===== config.mk =====
export PLATFORM = sky130hd
export DESIGN_NAME = symbol_framer
export DESIGN_NICKNAME = d
export VERILOG_FILES = /design/src/rtl/symbol_framer.sv
export SDC_FILE = /design/constraint.sdc
export NUM_CORES = 1
export LEC_CHECK = 0
export BUFFER_PORTS_ARGS = -buffer_cell sky130_fd_sc_hd__buf_2
export CAP_MARGIN = 5
export CORE_ASPECT_RATIO = 1.75
export CORE_UTILIZATION = 30
export DETAILED_ROUTE_END_ITERATION = 10
export GPL_ROUTABILITY_DRIVEN = 0
export SLEW_MARGIN = 20
export SYNTH_ARGS = -nofsm -noshare
export SYNTH_HDL_FRONTEND = slang
export SYNTH_SLANG_ARGS = --single-unit

===== constraint.sdc =====
create_clock -name clk -period 2.6 [get_ports clk]
set_input_delay 0.52 -clock clk [delete_from_list [all_inputs] [get_ports clk]]
set_output_delay 0.52 -clock clk [all_outputs]
set_load 0.005 [all_outputs]

===== src/rtl/symbol_framer.sv =====
// Packs per-cycle convolutional encoder symbols (2 or 3 bits) MSB-first into
// fixed-width frames, zero-padding the final partial frame and flagging it as last.
module symbol_framer #(
    parameter int FRAME_W       = 48,
    parameter int MAX_CODE_RATE = 3,
    parameter int CNT_W         = 5
) (
    input  logic                     clk,
    input  logic                     rst,
    input  logic                     i_start,
    input  logic                     i_code_rate,
    input  logic                     i_sym_valid,
    input  logic [MAX_CODE_RATE-1:0] i_sym,
    input  logic                     i_sym_last,
    output logic                     o_sym_ready,
    output logic [FRAME_W-1:0]       o_frame_data,
    output logic                     o_frame_valid,
    output logic                     o_frame_last,
    input  logic                     i_frame_ready,
    output logic                     o_busy
);

    localparam logic [CNT_W-1:0] N_RATE2 = CNT_W'(FRAME_W / 2);
    localparam logic [CNT_W-1:0] N_RATE3 = CNT_W'(FRAME_W / 3);

    typedef enum logic [1:0] {
        IDLE,
        FILL,
        PAD,
        OUT
    } state_t;

    state_t             state_reg;
    logic [FRAME_W-1:0] shift_reg;
    logic [FRAME_W-1:0] shift_next;
    logic [FRAME_W-1:0] shifted2;
    logic [FRAME_W-1:0] shifted3;
    logic [2:0]         ins_sym;
    logic [CNT_W-1:0]   count_reg;
    logic [CNT_W-1:0]   count_inc;
    logic [CNT_W-1:0]   n_sel;
    logic               frame_full;
    logic               rate_reg;
    logic               sym_ready_reg;
    logic               frame_valid_reg;
    logic               frame_last_reg;
    logic               busy_reg;

    // Only FILL inserts a real symbol; PAD shifts in zeros.
    always_comb begin
        ins_sym = 3'b000;
        if (state_reg == FILL) begin
            ins_sym = i_sym[2:0];
        end
    end

    genvar gi;
    generate
        for (gi = 0; gi < FRAME_W; gi++) begin : g_shift
            if (gi >= 2) begin : g_hi2
                assign shifted2[gi] = shift_reg[gi-2];
            end else begin : g_lo2
                assign shifted2[gi] = ins_sym[gi];
            end
            if (gi >= 3) begin : g_hi3
                assign shifted3[gi] = shift_reg[gi-3];
            end else begin : g_lo3
                assign shifted3[gi] = ins_sym[gi];
            end
        end
    endgenerate

    assign shift_next = rate_reg ? shifted3 : shifted2;
    assign count_inc  = count_reg + CNT_W'(1);
    assign n_sel      = rate_reg ? N_RATE3 : N_RATE2;
    assign frame_full = (count_inc == n_sel);

    always_ff @(posedge clk) begin
        if (rst) begin
            state_reg       <= IDLE;
            shift_reg       <= '0;
            count_reg       <= '0;
            rate_reg        <= 1'b0;
            sym_ready_reg   <= 1'b0;
            frame_valid_reg <= 1'b0;
            frame_last_reg  <= 1'b0;
            busy_reg        <= 1'b0;
        end else begin
            case (state_reg)
                IDLE: begin
                    if (i_start) begin
                        state_reg     <= FILL;
                        shift_reg     <= '0;
                        count_reg     <= '0;
                        rate_reg      <= i_code_rate;
                        sym_ready_reg <= 1'b1;
                        busy_reg      <= 1'b1;
                    end
                end
                FILL: begin
                    if (i_sym_valid) begin
                        shift_reg <= shift_next;
                        count_reg <= count_inc;
                        if (frame_full) begin
                            state_reg       <= OUT;
                            sym_ready_reg   <= 1'b0;
                            frame_valid_reg <= 1'b1;
                            frame_last_reg  <= i_sym_last;
                        end else if (i_sym_last) begin
                            state_reg     <= PAD;
                            sym_ready_reg <= 1'b0;
                        end
                    end
                end
                PAD: begin
                    shift_reg <= shift_next;
                    count_reg <= count_inc;
                    if (frame_full) begin
                        state_reg       <= OUT;
                        frame_valid_reg <= 1'b1;
                        frame_last_reg  <= 1'b1;
                    end
                end
                OUT: begin
                    // Frame data and last flag are held until the downstream takes them.
                    if (i_frame_ready) begin
                        frame_valid_reg <= 1'b0;
                        frame_last_reg  <= 1'b0;
                        count_reg       <= '0;
                        if (frame_last_reg) begin
                            state_reg <= IDLE;
                            busy_reg  <= 1'b0;
                        end else begin
                            state_reg     <= FILL;
                            sym_ready_reg <= 1'b1;
                        end
                    end
                end
                default: begin
                    state_reg <= IDLE;
                end
            endcase
        end
    end

    assign o_sym_ready   = sym_ready_reg;
    assign o_frame_data  = shift_reg;
    assign o_frame_valid = frame_valid_reg;
    assign o_frame_last  = frame_last_reg;
    assign o_busy        = busy_reg;

endmodule

==> metrics.yaml <==
sta:
  setup_viol: 0
  worst_pin_slew_ns: 0.5324
  slew_violations: 0
  rsz0062_at_grt: "no"
  finalHoldViolations: 0
  finalSetupTns_ns: 0
  min_period_over_period_pct: 80.07
  fmax_mhz: 480.3
  fin_crit_ns: 2.082
  fin_skew_ns: 0.005941
  slew_headroom_pct: 64.50
floorplan:
  ios: 62
  core-area_sq_um: 9849
  die_h_um: 134.7
  die_width_um: 77.85
  start_util_pct: 30.67
  num_rows: 48
  die_area_sq_um: 10490
power:
  leakage_nw: 1.564
  power_mw: 3.521
  powerDensity_nw_per_um2: 936.4
  irDropWorstVdd_mv: 0.4473
cells_and_area:
  fill_cells: 1051
  final_util_pct: 38.17
  multi_input_area_sq_um: 1669
  layout-drive-gt1-share_pct: 32.61
  syn_to_final_growth_pct: 24.48
  register_area_sq_um: 1202
  diodes: 0
  fin_nets: 425
  fin_cells: 539
  largest_register_ffs: 48
detailed_routing:
  routedWlPerCell_um: 14.47
  drc_errors: 0
  ant_nets: 0
  dr.pass1.iters: 4
  drtIter0Drc: 185
  routed_via_density: 5.071
  wirelength_mm: 7.798
  vias: 2733
hold_path:
  hold_path_end: "o_frame_data[45]"
  min_path_type: "reg -> reg"
  holdPathStages: 2
  min_from: "o_frame_data[45]"
cts:
  worstSkewPairLatency_ns: 0.33
  htreeDepth: 3
  holdBufCountCts: 0
  cts.sinks: 60
  ctsRootBufferMaster: "clkbuf_16"
  clkTransAtPathRegs_ns: 0.05
  post-cts-setup-buffers: 0
  cts_buffer_depth: 2
  cts_buffers: 9
  post_cts_resized: 0
  tritoncts: "built"
global_routing:
  grt_pass1_vias: 2553
  grt_pass1_wl_mm: 12.81
  grt_max_degree: 49
  antenna_found_initial: 0
  grt_use_total_pct: 15.87
  grt_overflow: 0
setup_path:
  path_max_fanout: 6
  reg2reg_to: "o_sym_ready"
  crit_path_max_incr_delay_ns: 0.48
  start_kind: "flop"
  crit_required_ns: 2.79
  r2r_slack_ns: 0.52
  critPathArrivalTime_ns: 2.27
  cpMaxStageDelayCell: "or3_1"
  worst_setup_path_end_kind: "flop"
  crit_chain: "inv_1, ha_1, nor2b_1, or3_1, a211oi_2, mux2i_1, a21oi_1"
  r2r_cells: 7
  r2r_start: "state_reg[1]"
  worstSetupPathType: "reg -> reg"
logic_synthesis:
  synth-seq-cells: 60
  yosys_warnings: 0
  avgSynthCellArea_sq_um: 8.390
  synth-simple-area-share_pct: 21.09
  seq_area_frac_synth_pct: 39.77
  synthCells: 360
  synthArstFlopShare_pct: 0
  synth_edf_count: 0
  yosys.area_share.adder_pct: 2.486
  syn_area_sq_um: 3020
  synth_top_family_by_area: "simple AND/OR/NAND/NOR gates"
  synthFlopType: "dfxtp_1"
  synth_fp_nets: 376
  synth_mux_area_share_pct: 18.14
  synth_compound_area_share_pct: 12.51
  synth-xor-area-share_pct: 0.8699
  synth_cell_types: 32
flow_run:
  max-cap-violations: 0
place:
  portBuffers: 61
  placedCellCount: 523
  dp_hpwl_mm: 5.155
status:
  outcome: "finished, final reports clean"
metrics by stage:
stage / area (sq um) / setup slack [ns] / hold WS, ns
finish: 3760 / 0.5182 / 0.4670
global route: 3760 / 0.3681 / 0.4811
CTS: 3760 / 0.5123 / 0.4616
detailed placement: 3433 / 0.5366 / 0.4570
global placement: 3433 / 0.6262 / 0.4389
floorplan: 3020 / 0.6923 / 0.4483
worst max-delay path, delay by kind of cell, from the launching register on:
kind / cells / cell delay (ns)
simple gates: 2 / 0.67
compound gates: 2 / 0.28
mux: 1 / 0.22
fa+ha+maj: 1 / 0.25
buf+inv: 1 / 0.11
flops: 1 / 0.40
layout by cell type (no fill, tap or decap), types with 3 or more instances in the layout:
master,Yosys,final
buf_2,10,61
dfxtp_1,60,59
nand2_1,58,58
a21oi_1,57,57
nand3_1,51,51
mux2_2,46,46
clkbuf_16,0,9
inv_1,6,6
o21ai_0,6,6
ha_1,6,6
nor2_1,5,5
buf_4,0,5
nor2b_1,4,4
nor3_1,4,3
nand2b_1,3,3
mux2i_1,3,3
kinds of logic (layout without fill, tap and decap cells):
family,after synthesis,in the layout
flops,60,60
simple gates,136,136
mux,49,49
xor+xnor,3,3
compound gates,70,70
fa+ha+maj,6,6
buf+inv,36,90
per-layer routing:
metal | track usage (%) | routed length, um | vias to the layer above
met5 | 0 | 0 | -
met4 | 11.84 | 299 | 0
met3 | 2.973 | 327 | 15
met2 | 25.81 | 3839 | 73
met1 | 18.31 | 3331 | 1296
li1 | - | - | 1349
cell usage after synthesis (2+ instances only):
master	n	area [sq um]
a21oi_1	57	285.3
nand4_1	2	12.51
o21ai_0	6	30.03
nand2b_1	3	18.77
nand3b_1	2	15.01
nor3_1	4	20.02
nor2_1	5	18.77
inv_1	6	22.52
buf_2	10	50.05
nand3_1	51	255.2
clkbuf_1	15	56.30
nor2b_1	4	25.02
or3_1	2	12.51
buf_1	4	15.01
dfxtp_1	60	1201
xor2_1	2	17.52
nand2_1	58	217.7
a211oi_2	2	25.02
ha_1	6	75.07
and2_1	2	12.51
mux2i_1	3	30.03
mux2_2	46	518.0
final cells by class:
| class | instances | share of cell area (%) |
|---|---|---|
| multi-input cells | 264 | 44.39 |
| flip-flops and latches | 60 | 31.98 |
| repair buffers | 68 | 10.18 |
| clock buffers | 10 | 6.356 |
| well taps | 125 | 4.160 |
| clock inverters | 6 | 2.329 |
| inverters | 6 | 0.5990 |
power by group:
part	switching (mW)	total, mW	internal, mW
registers	0.0684	1.04	0.972
clock network	0.428	1.29	0.864
logic	0.823	1.19	0.366
worst max-delay path by stage:
stage / from / to / slack (ns) / cells past startpoint
2_1_floorplan: state_reg[1] / o_sym_ready / 0.69 / 9
3_3_place_gp: state_reg[1] / o_sym_ready / 0.63 / 7
3_5_place_dp: state_reg[1] / o_sym_ready / 0.54 / 7
4_1_cts: state_reg[1] / o_sym_ready / 0.51 / 7
5_1_grt: state_reg[1] / o_sym_ready / 0.37 / 7
6_report: state_reg[1] / o_sym_ready / 0.52 / 7
No activity file was read; power rests on OpenSTA's default activity.
